===== src/rtl/rs_sipo_framer.sv =====
// -----------------------------------------------------------------------------
// rs_sipo_framer
//
// Sequencing controller for the serial-to-parallel front end of the
// Reed-Solomon receive path. Tracks bit and symbol position inside a serial
// codeword and pulses sipo_enable_o on the last bit of every symbol. Each
// symbol the SIPO returns is tagged with start/end-of-codeword markers and
// buffered in a 4-entry FIFO, which feeds the decoder over valid/ready.
//
// Parameters
//   SYM_W  symbol width in bits (>= 2)
//   N_SYM  symbols per codeword (>= 2)
//   CNT_W  symbol counter width (2**CNT_W >= N_SYM)
//
// Ports
//   clk                clock
//   rst                asynchronous, active-high reset
//   start_i            one-cycle pulse: bit 0 of a codeword is on the SIPO input
//   sipo_enable_o      to SIPO enable; one-cycle pulse on the last bit of a symbol
//   sipo_data_i        from SIPO data_out
//   sipo_data_valid_i  from SIPO data_valid; pushes a symbol into the FIFO
//   sym_data_o         FIFO head symbol (0 when empty)
//   sym_sof_o          head symbol is symbol 0 of its codeword
//   sym_eof_o          head symbol is symbol N_SYM-1 of its codeword
//   sym_valid_o        FIFO non-empty
//   sym_ready_i        downstream accepts the head symbol
//   busy_o             high while receiving a codeword
//   overflow_o         sticky: a symbol was dropped on a full FIFO
//   frame_err_o        one-cycle pulse: a codeword was cut short by a resync
// -----------------------------------------------------------------------------
module rs_sipo_framer #(
    parameter int SYM_W = 8,
    parameter int N_SYM = 255,
    parameter int CNT_W = 8
) (
    input  logic             clk,
    input  logic             rst,
    input  logic             start_i,
    output logic             sipo_enable_o,
    input  logic [SYM_W-1:0] sipo_data_i,
    input  logic             sipo_data_valid_i,
    output logic [SYM_W-1:0] sym_data_o,
    output logic             sym_sof_o,
    output logic             sym_eof_o,
    output logic             sym_valid_o,
    input  logic             sym_ready_i,
    output logic             busy_o,
    output logic             overflow_o,
    output logic             frame_err_o
);

    localparam int BIT_W   = (SYM_W > 1) ? $clog2(SYM_W) : 1;
    localparam int ENTRY_W = SYM_W + 2;

    localparam logic [BIT_W-1:0] BIT_LAST = BIT_W'(SYM_W - 1);
    localparam logic [BIT_W-1:0] BIT_ONE  = BIT_W'(1);
    localparam logic [CNT_W-1:0] SYM_LAST = CNT_W'(N_SYM - 1);
    localparam logic [CNT_W-1:0] SYM_ONE  = CNT_W'(1);

    localparam logic [0:0] S_IDLE = 1'b0;
    localparam logic [0:0] S_RECV = 1'b1;

    // ---------------------------------------------------------------------
    // Bit / symbol sequencer
    // ---------------------------------------------------------------------
    logic [0:0]       state_q, state_d;
    logic [BIT_W-1:0] bit_cnt_q, bit_cnt_d;
    logic [CNT_W-1:0] sym_cnt_q, sym_cnt_d;
    logic             pend_sof_q, pend_eof_q;
    logic             frame_err_q;

    logic last_bit;
    logic final_en;
    logic resync;

    assign last_bit = (state_q == S_RECV) && (bit_cnt_q == BIT_LAST);
    assign final_en = last_bit && (sym_cnt_q == SYM_LAST);
    // The final enable cycle carries a data bit, so a start there is ignored.
    assign resync   = (state_q == S_RECV) && start_i && !final_en;

    // A resync restarts the codeword on this very cycle, so the symbol in
    // flight is abandoned and no enable is issued for it.
    assign sipo_enable_o = last_bit && !resync;
    assign busy_o        = (state_q == S_RECV);
    assign frame_err_o   = frame_err_q;

    always_comb begin
        // NOTE: every signal driven here gets a default first, so no path can
        // leave it unassigned and infer a latch.
        state_d   = state_q;
        bit_cnt_d = bit_cnt_q;
        sym_cnt_d = sym_cnt_q;
        case (state_q)
            S_IDLE: begin
                if (start_i) begin
                    state_d   = S_RECV;
                    bit_cnt_d = BIT_ONE;
                    sym_cnt_d = '0;
                end
            end
            S_RECV: begin
                if (resync) begin
                    bit_cnt_d = BIT_ONE;
                    sym_cnt_d = '0;
                end else if (last_bit) begin
                    bit_cnt_d = '0;
                    if (final_en) begin
                        state_d   = S_IDLE;
                        sym_cnt_d = '0;
                    end else begin
                        sym_cnt_d = sym_cnt_q + SYM_ONE;
                    end
                end else begin
                    bit_cnt_d = bit_cnt_q + BIT_ONE;
                end
            end
            default: begin
                state_d   = S_IDLE;
                bit_cnt_d = '0;
                sym_cnt_d = '0;
            end
        endcase
    end

    // NOTE: sequential state uses non-blocking assignments so every flop
    // samples the pre-edge values of its neighbours.
    always_ff @(posedge clk or posedge rst) begin
        if (rst) begin
            state_q     <= S_IDLE;
            bit_cnt_q   <= '0;
            sym_cnt_q   <= '0;
            pend_sof_q  <= 1'b0;
            pend_eof_q  <= 1'b0;
            frame_err_q <= 1'b0;
        end else begin
            state_q     <= state_d;
            bit_cnt_q   <= bit_cnt_d;
            sym_cnt_q   <= sym_cnt_d;
            frame_err_q <= resync;
            // The SIPO answers one cycle after the enable; hold the tag until
            // then. A later resync leaves it intact for the symbol in flight.
            if (sipo_enable_o) begin
                pend_sof_q <= (sym_cnt_q == '0);
                pend_eof_q <= (sym_cnt_q == SYM_LAST);
            end
        end
    end

    // ---------------------------------------------------------------------
    // 4-entry symbol FIFO
    // ---------------------------------------------------------------------
    logic [ENTRY_W-1:0] mem_q [4];
    logic [1:0]         wr_ptr_q, rd_ptr_q;
    logic [2:0]         count_q, count_d;
    logic               overflow_q;

    logic               fifo_empty, fifo_full;
    logic               pop, push_ok, drop;
    logic [ENTRY_W-1:0] head;

    assign fifo_empty = (count_q == 3'd0);
    assign fifo_full  = (count_q == 3'd4);
    assign pop        = !fifo_empty && sym_ready_i;
    // A full FIFO still accepts a push when the head leaves in the same cycle.
    assign push_ok    = sipo_data_valid_i && (!fifo_full || pop);
    assign drop       = sipo_data_valid_i && fifo_full && !pop;

    always_comb begin
        count_d = count_q;
        case ({push_ok, pop})
            2'b10:   count_d = count_q + 3'd1;
            2'b01:   count_d = count_q - 3'd1;
            default: count_d = count_q;
        endcase
    end

    always_ff @(posedge clk or posedge rst) begin
        if (rst) begin
            wr_ptr_q   <= '0;
            rd_ptr_q   <= '0;
            count_q    <= '0;
            overflow_q <= 1'b0;
        end else begin
            count_q <= count_d;
            if (push_ok) wr_ptr_q <= wr_ptr_q + 2'd1;
            if (pop)     rd_ptr_q <= rd_ptr_q + 2'd1;
            // A fresh drop wins over the clear from a start in IDLE.
            if (drop) begin
                overflow_q <= 1'b1;
            end else if ((state_q == S_IDLE) && start_i) begin
                overflow_q <= 1'b0;
            end
        end
    end

    // NOTE: the storage array has no reset; the pointers and occupancy are
    // reset, and the outputs are masked while empty, so stale contents are
    // never visible.
    always_ff @(posedge clk) begin
        if (push_ok) begin
            mem_q[wr_ptr_q] <= {sipo_data_i, pend_sof_q, pend_eof_q};
        end
    end

    assign head        = fifo_empty ? '0 : mem_q[rd_ptr_q];
    assign sym_data_o  = head[ENTRY_W-1:2];
    assign sym_sof_o   = head[1];
    assign sym_eof_o   = head[0];
    assign sym_valid_o = !fifo_empty;
    assign overflow_o  = overflow_q;

endmodule


===== config.mk =====
export PLATFORM = sky130hd
export DESIGN_NAME = rs_sipo_framer
export DESIGN_NICKNAME = d
export VERILOG_FILES = /design/src/rtl/rs_sipo_framer.sv
export SDC_FILE = /design/constraint.sdc
export NUM_CORES = 1
export LEC_CHECK = 0
export CORE_ASPECT_RATIO = 0.75
export CORE_UTILIZATION = 26
export DETAILED_ROUTE_END_ITERATION = 12
export GPL_TIMING_DRIVEN = 0
export PLACE_DENSITY_LB_ADDON = 0.05
export SLEW_MARGIN = 20
export SYNTH_ARGS = -nofsm -noshare
export SYNTH_HDL_FRONTEND = slang
export SYNTH_SLANG_ARGS = --single-unit

===== constraint.sdc =====
create_clock -name clk -period 1.9 [get_ports clk]
set_input_delay 0.38 -clock clk [delete_from_list [all_inputs] [get_ports clk]]
set_output_delay 0.38 -clock clk [all_outputs]
set_load 0.1 [all_outputs]

Yosys cells after proc, flatten, opt, wreduce, memory -nomap -nowiden
Memory sizes are Yosys's and may differ from the RTL's.
Index checks and enable logic that the tools add are counted.
{"block": "classes", "div": 0, "n_addsub": 6, "n_lt_le_gt_ge": 0, "n_shift": 0, "muxes": 20, "bitwise": 1, "mul": 0, "n_eq_ne": 7, "reduce_logical": 21}
{"cell": "$mux W8", "count": 4}
{"cell": "$pmux W8 S2", "count": 1}
{"cell": "$pmux W3 S2", "count": 2}
{"cell": "$logic_and A1 B1 Y1", "count": 10}
{"cell": "$mux W10", "count": 1}
{"cell": "$mux W3", "count": 3}
{"cell": "$add A8 B1 Y8 const B", "count": 1}
{"cell": "$eq A8 B8 Y1 const B", "count": 1}
{"cell": "$logic_not A8 Y1", "count": 1}
{"cell": "$mux W1", "count": 8}
{"cell": "$add A3 B1 Y3 const B", "count": 2}
{"cell": "$eq A3 B3 Y1 const B", "count": 2}
{"cell": "$logic_not A1 Y1", "count": 5}
{"cell": "$add A2 B1 Y2 const B", "count": 2}
{"cell": "$reduce_bool A2 Y1", "count": 2}
{"cell": "$logic_not A3 Y1", "count": 1}
{"cell": "$ne A3 B1 Y1 const B", "count": 1}
{"cell": "$sub A3 B1 Y3 const B", "count": 1}
{"cell": "$eq A2 B1 Y1 const B", "count": 1}
{"cell": "$eq A2 B2 Y1 const B", "count": 1}
{"cell": "$ne A2 B2 Y1 const B", "count": 1}
{"cell": "$pmux W1 S2", "count": 1}
{"cell": "$reduce_and A2 Y1", "count": 1}
{"cell": "$logic_or A1 B1 Y1", "count": 1}
{"cell": "$not A1 Y1", "count": 1}
{"block": "totals", "latchBits": 0, "mem_bits_rw": 40, "output_inout_bits": 15, "regBits": 23, "memories": 1, "rom_bits": 0, "input_bits": 13}
{"memory": "mem_q", "words": 4, "word_bits": 10, "read_ports": 1, "rd_clocked_by_memory_dff": 0, "wr": 1, "line": "152", "rtl": "logic [ENTRY_W-1:0] mem_q [4];"}

Logic depth before layout (Yosys ltp)
{"block": "depth", "word_depth": 7, "depth_mapped": 8, "ltp_nobuf": 7}

Worst setup path before layout
No wires, ideal clock.
{"block": "synth_timing", "path_type": "register -> output", "startpoint": "reg count_q[2]", "endpoint": "out sym_data_o[0]", "required_ns": 1.520, "n_path_buf": 1, "arrival_time_ns": 2.401, "stages_incl_launch_ff": 4, "slack_ns": -0.881, "path_cell_list": "dfrtp_1 -> or3_1 -> clkbuf_1 -> and2_1"}
{"block": "synth_via", "elab_chain_cells": 2}
{"element": "start, declared", "line": "154", "rtl": "logic [2:0] count_q, count_d;"}
{"element": "start signal, assigned", "line": "184", "rtl": "count_q <= count_d;"}
{"element": "$logic_not A3 Y1", "line": "161", "rtl": "assign fifo_empty = (count_q == 3'd0);"}
{"element": "$mux W10", "line": "205", "rtl": "assign head = fifo_empty ? '0 : mem_q[rd_ptr_q];"}
{"element": "end, declared", "line": "42", "rtl": "output logic [SYM_W-1:0] sym_data_o,"}
No other way between the ends.

Final worst setup path
{"block": "layout_timing", "startpoint": "reg rd_ptr_q[0]", "endpoint": "out sym_eof_o"}
{"block": "layout_via", "elab_chain_cells": 2}
{"element": "start, declared", "line": "153", "rtl": "logic [1:0] wr_ptr_q, rd_ptr_q;"}
{"element": "start signal, assigned", "line": "186", "rtl": "if (pop) rd_ptr_q <= rd_ptr_q + 2'd1;"}
{"element": "$mem_v2 Z4 W10"}
{"element": "$mux W10", "line": "205"}
{"element": "end, declared", "line": "44", "rtl": "output logic sym_eof_o,"}
No other way between the ends.

==> metrics.md <==
| Metric | Value |
|---|---|
| Sw Share | between 30 and 40% |
| Drt via density | 4.489 |
| Core area | approximately 0.010 mm^2 |
| Initial antenna violation count | 0 |
| Buffers on Ports | 25 |
| Setup ws final | -221.1 ps |
| Placed Instances | between 300 and 400 |
| Worst Setup Start Kind | register |
| Clk root buf | clkbuf_16 |
| WHS Path Cells | 3 |
| Cells along the critical path | buf_4 > mux4_2 > and2_4 > buf_12 |
| GRT Resource Usage Total | a little under an eighth |
| Clk_skew | 2.767 ps |
| Final WL | 6.187 mm |
| CP max FO | 4 |
| Unrepaired setup endpoints after global routing | yes |
| PwrDens | between 1500 and 2000 mW/mm^2 |
| Yosys reg bits | 63 |
| Post-synth EDFFs | 40 |
| Fin Setup TNS | -2217 ps |
| Max Freq | between 400 and 500 MHz |
| Worst R2R Start | count_q[0] |
| Syn-to-layout area delta | 41.86% |
| Slew Limit Fails | 0 |
| Failing checks | setup timing |
| H-Tree Depth | 3 |
| Slowest CP cell | mux4_2 |
| Ys Warns | 0 |
| Final core utilization | between 30% and 40% |
| DP HPWL | 3.882 mm |
| Synth unique cells | 44 |
| Final cell count without fillers | 399 |
| First-pass GRT wire length | approximately 9.8 mm |
| # diodes | 0 |
| Die Width | around 120 um |
| CTS Hold Bufs | 0 |
| Max_cap viols | 0 |
| Crit Path Class | register to primary output |
| Antenna Nets Post-Route | 0 |
| Final Hold Viols | 0 |
| FF-to-FF End | count_q[1] |
| Sequential Power Share | roughly a quarter |
| Clk sinks | 63 |
| Period Utilization, post-route | 111.6% |
| Worst Hold End | rd_ptr_q[0] |
| Nets | between 200 and 300 |
| Min Tclk post-route | between 2000 and 2500 ps |
| Reg-to-reg slack, setup | -40 ps |
| Combinational fraction of design power | about half |
| CTS tree | done |
| R2R cell count | 7 |
| Internal power | around 0.0046 W |
| Router iterations before antenna repair | 4 |
| CP top delay family | multiplexers |
| Layout cells sized above 1 | between 30% and 40% |
| I/O Pins | 28 |
| GRT Residual Overflow | 0 |
| Number of global-route vias before repair | ~1800 |
| Final Cell Area | about 0.0040 mm^2 |
| Synth Instances | 200 |
| Asr flop ratio synth | roughly 37% |
| CTS Buffer Depth | 2 |
| Sw Pwr | between 0.003 and 0.004 W |
| Chip height | just over 90 um |
| Clock power frac | 22.4% |
| Largest net degree at the start of global routing | 24 |
| Routability cong. | around 0.75 |
| Dpl cell area | roughly 0.0033 mm^2 |
| Net count after synthesis | between 200 and 250 |
| Clock transition at path regs | ~50 ps |
| Slew at the pin closest to its max-slew limit | slightly below 1000 ps |
| Seq/Total Area, Yosys | a little over three fifths |
| Initial drt markers | 77 |
| Worst skew pair latency | 320 ps |
| CTS buffer count | 9 |
| Syn_area_per_cell | about 14 um^2 |
| Area of the mapped netlist | 0.002845 mm^2 |
| # rows | 32 |
| Worst setup EP type | primary output |
| Bufs and invs on worst path | 2 |
| CP Data Arrival Time | between 1500 and 2000 ps |
| Status | finished with violations |
| Via count | 1791 |
| Commonest register cell after synthesis | edfxtp_1 |
| Path type of the worst min-delay path | input pin to register |
| Initial core utilization | a little over a quarter |
| Slew headroom | between 30% and 40% |
| Drt wl/cell | around 16 um |
| Leakage power | between 1.5 and 2 nW |
| Setup-failing EPs final | 13 |
| Hold Path Origin | sym_ready_i |
| Peak supply drop | around 930 uV |
| Die ar. | roughly 0.011 mm^2 |
| CP max stage delay | 510 ps |
| Worst Path Required | approximately 1500 ps |
| # DRC | 0 |
[repair_timing]
action | 4_1_cts | 5_1_grt
pin swaps | 3 | 13
endpoints found under the setup margin | 57 | 16
buffers inserted | 7 | 13
gates resized for setup | 134 | 14
cloned | 0 | 2
[worst max path at each step]
stage	startpoint	slack, ps	depth (start not counted)	to
global placement	bit_cnt_q[0]	-980	6	sipo_enable_o
finish	rd_ptr_q[0]	-220	4	sym_eof_o
global route	rd_ptr_q[0]	-270	4	sym_data_o[0]
floorplan	count_q[0]	-70	7	count_q[1]
detailed placement	bit_cnt_q[0]	-950	6	sipo_enable_o
CTS	rd_ptr_q[0]	-270	4	sym_data_o[6]
[worst reg2reg max path: stages (launching register included)]
cell and delay (ps):
dfrtp_1 390, or3_4 440, buf_8 170, nand2_4 70
fa_2 450, a211oi_2 140, o21ai_1 80, a2bb2oi_1 130
[metal layers]
layer / vias to the layer above / share of wire, % / GRT usage (%)
met5: - / 0 / 0
met4: 0 / 1.2 / 4.573
met3: 8 / 3.5 / 3.818
met2: 28 / 43 / 16.25
met1: 890 / 53 / 17.39
li1: 865 / - / -
[registers in the layout, summed over array words and instances (netlist names)]
name,count
frame_err_o,1
pend_eof_q,1
mem_q,40
rd_ptr_q,2
pend_sof_q,1
busy_o,1
overflow_o,1
bit_cnt_q,3
wr_ptr_q,2
count_q,3
sym_cnt_q,8
[power by group through the flow]
stage / registers, W / logic (W) / clock network (W)
final: 0.00196 / 0.00395 / 0.00171
after global routing: 0.00200 / 0.00415 / 0.00183
after CTS: 0.00196 / 0.00373 / 0.00177
after detailed placement: 0.00199 / 0.00302 / 0
after global placement: 0.00200 / 0.00303 / 0
after floorplan: 0.00202 / 0.00232 / 0
[final cells by class]
type | count | area [um^2]
inverters | 10 | 37.54
multi-input cells | 120 | 1097
repair buffers | 47 | 560.5
well taps | 136 | 170.2
fillers | 991 | 6414
flip-flops and latches | 63 | 1782
plain buffers | 7 | 76.32
clock buffers | 9 | 225.2
clock inverters | 7 | 87.58
[through the flow]
step	power, W	setup slack, ps	hold slack (ps)
4_1_cts	0.007460	-273.3	417.4
5_1_grt	0.007973	-272.5	461.5
3_5_place_dp	0.005013	-951.1	499.7
2_1_floorplan	0.004341	-69.41	381.9
6_report	0.007632	-221.1	427.6
3_3_place_gp	0.005030	-979.6	497.3
[kinds of logic after synthesis]
group	Yosys count	share of synthesized area, %
compound gates	30	6.992
xor+xnor	6	1.847
fa+ha+maj	10	4.661
buf+inv	17	2.682
flops	63	62.44
mux	12	8.707
simple gates	62	12.67
[cells in the final DEF, fill, tap and decap left out, types with 7 or more instances in the layout]
master,n
a21oi_1,10
and2_4,11
buf_4,20
mux4_2,10
nand2_1,13
ha_1,7
dfrtp_1,21
clkdlybuf4s50_1,10
buf_12,13
inv_1,8
edfxtp_1,40
clkbuf_16,11
[Yosys cell counts, types with 3 or more instances]
cell	n	area [um^2]
o21ai_0	5	25.02
nor3b_1	3	22.52
and2_1	16	100.1
and3_1	3	18.77
ha_1	9	112.6
nand3_1	5	25.02
nand2_1	15	56.30
clkbuf_1	4	15.01
a31oi_1	3	18.77
a21oi_1	10	50.05
mux4_2	10	225.2
xnor2_1	5	43.79
inv_1	10	37.54
nor2_1	3	11.26
edfxtp_1	40	1201
dfrtp_1	23	575.6
Power figures use the tool's default switching activity.
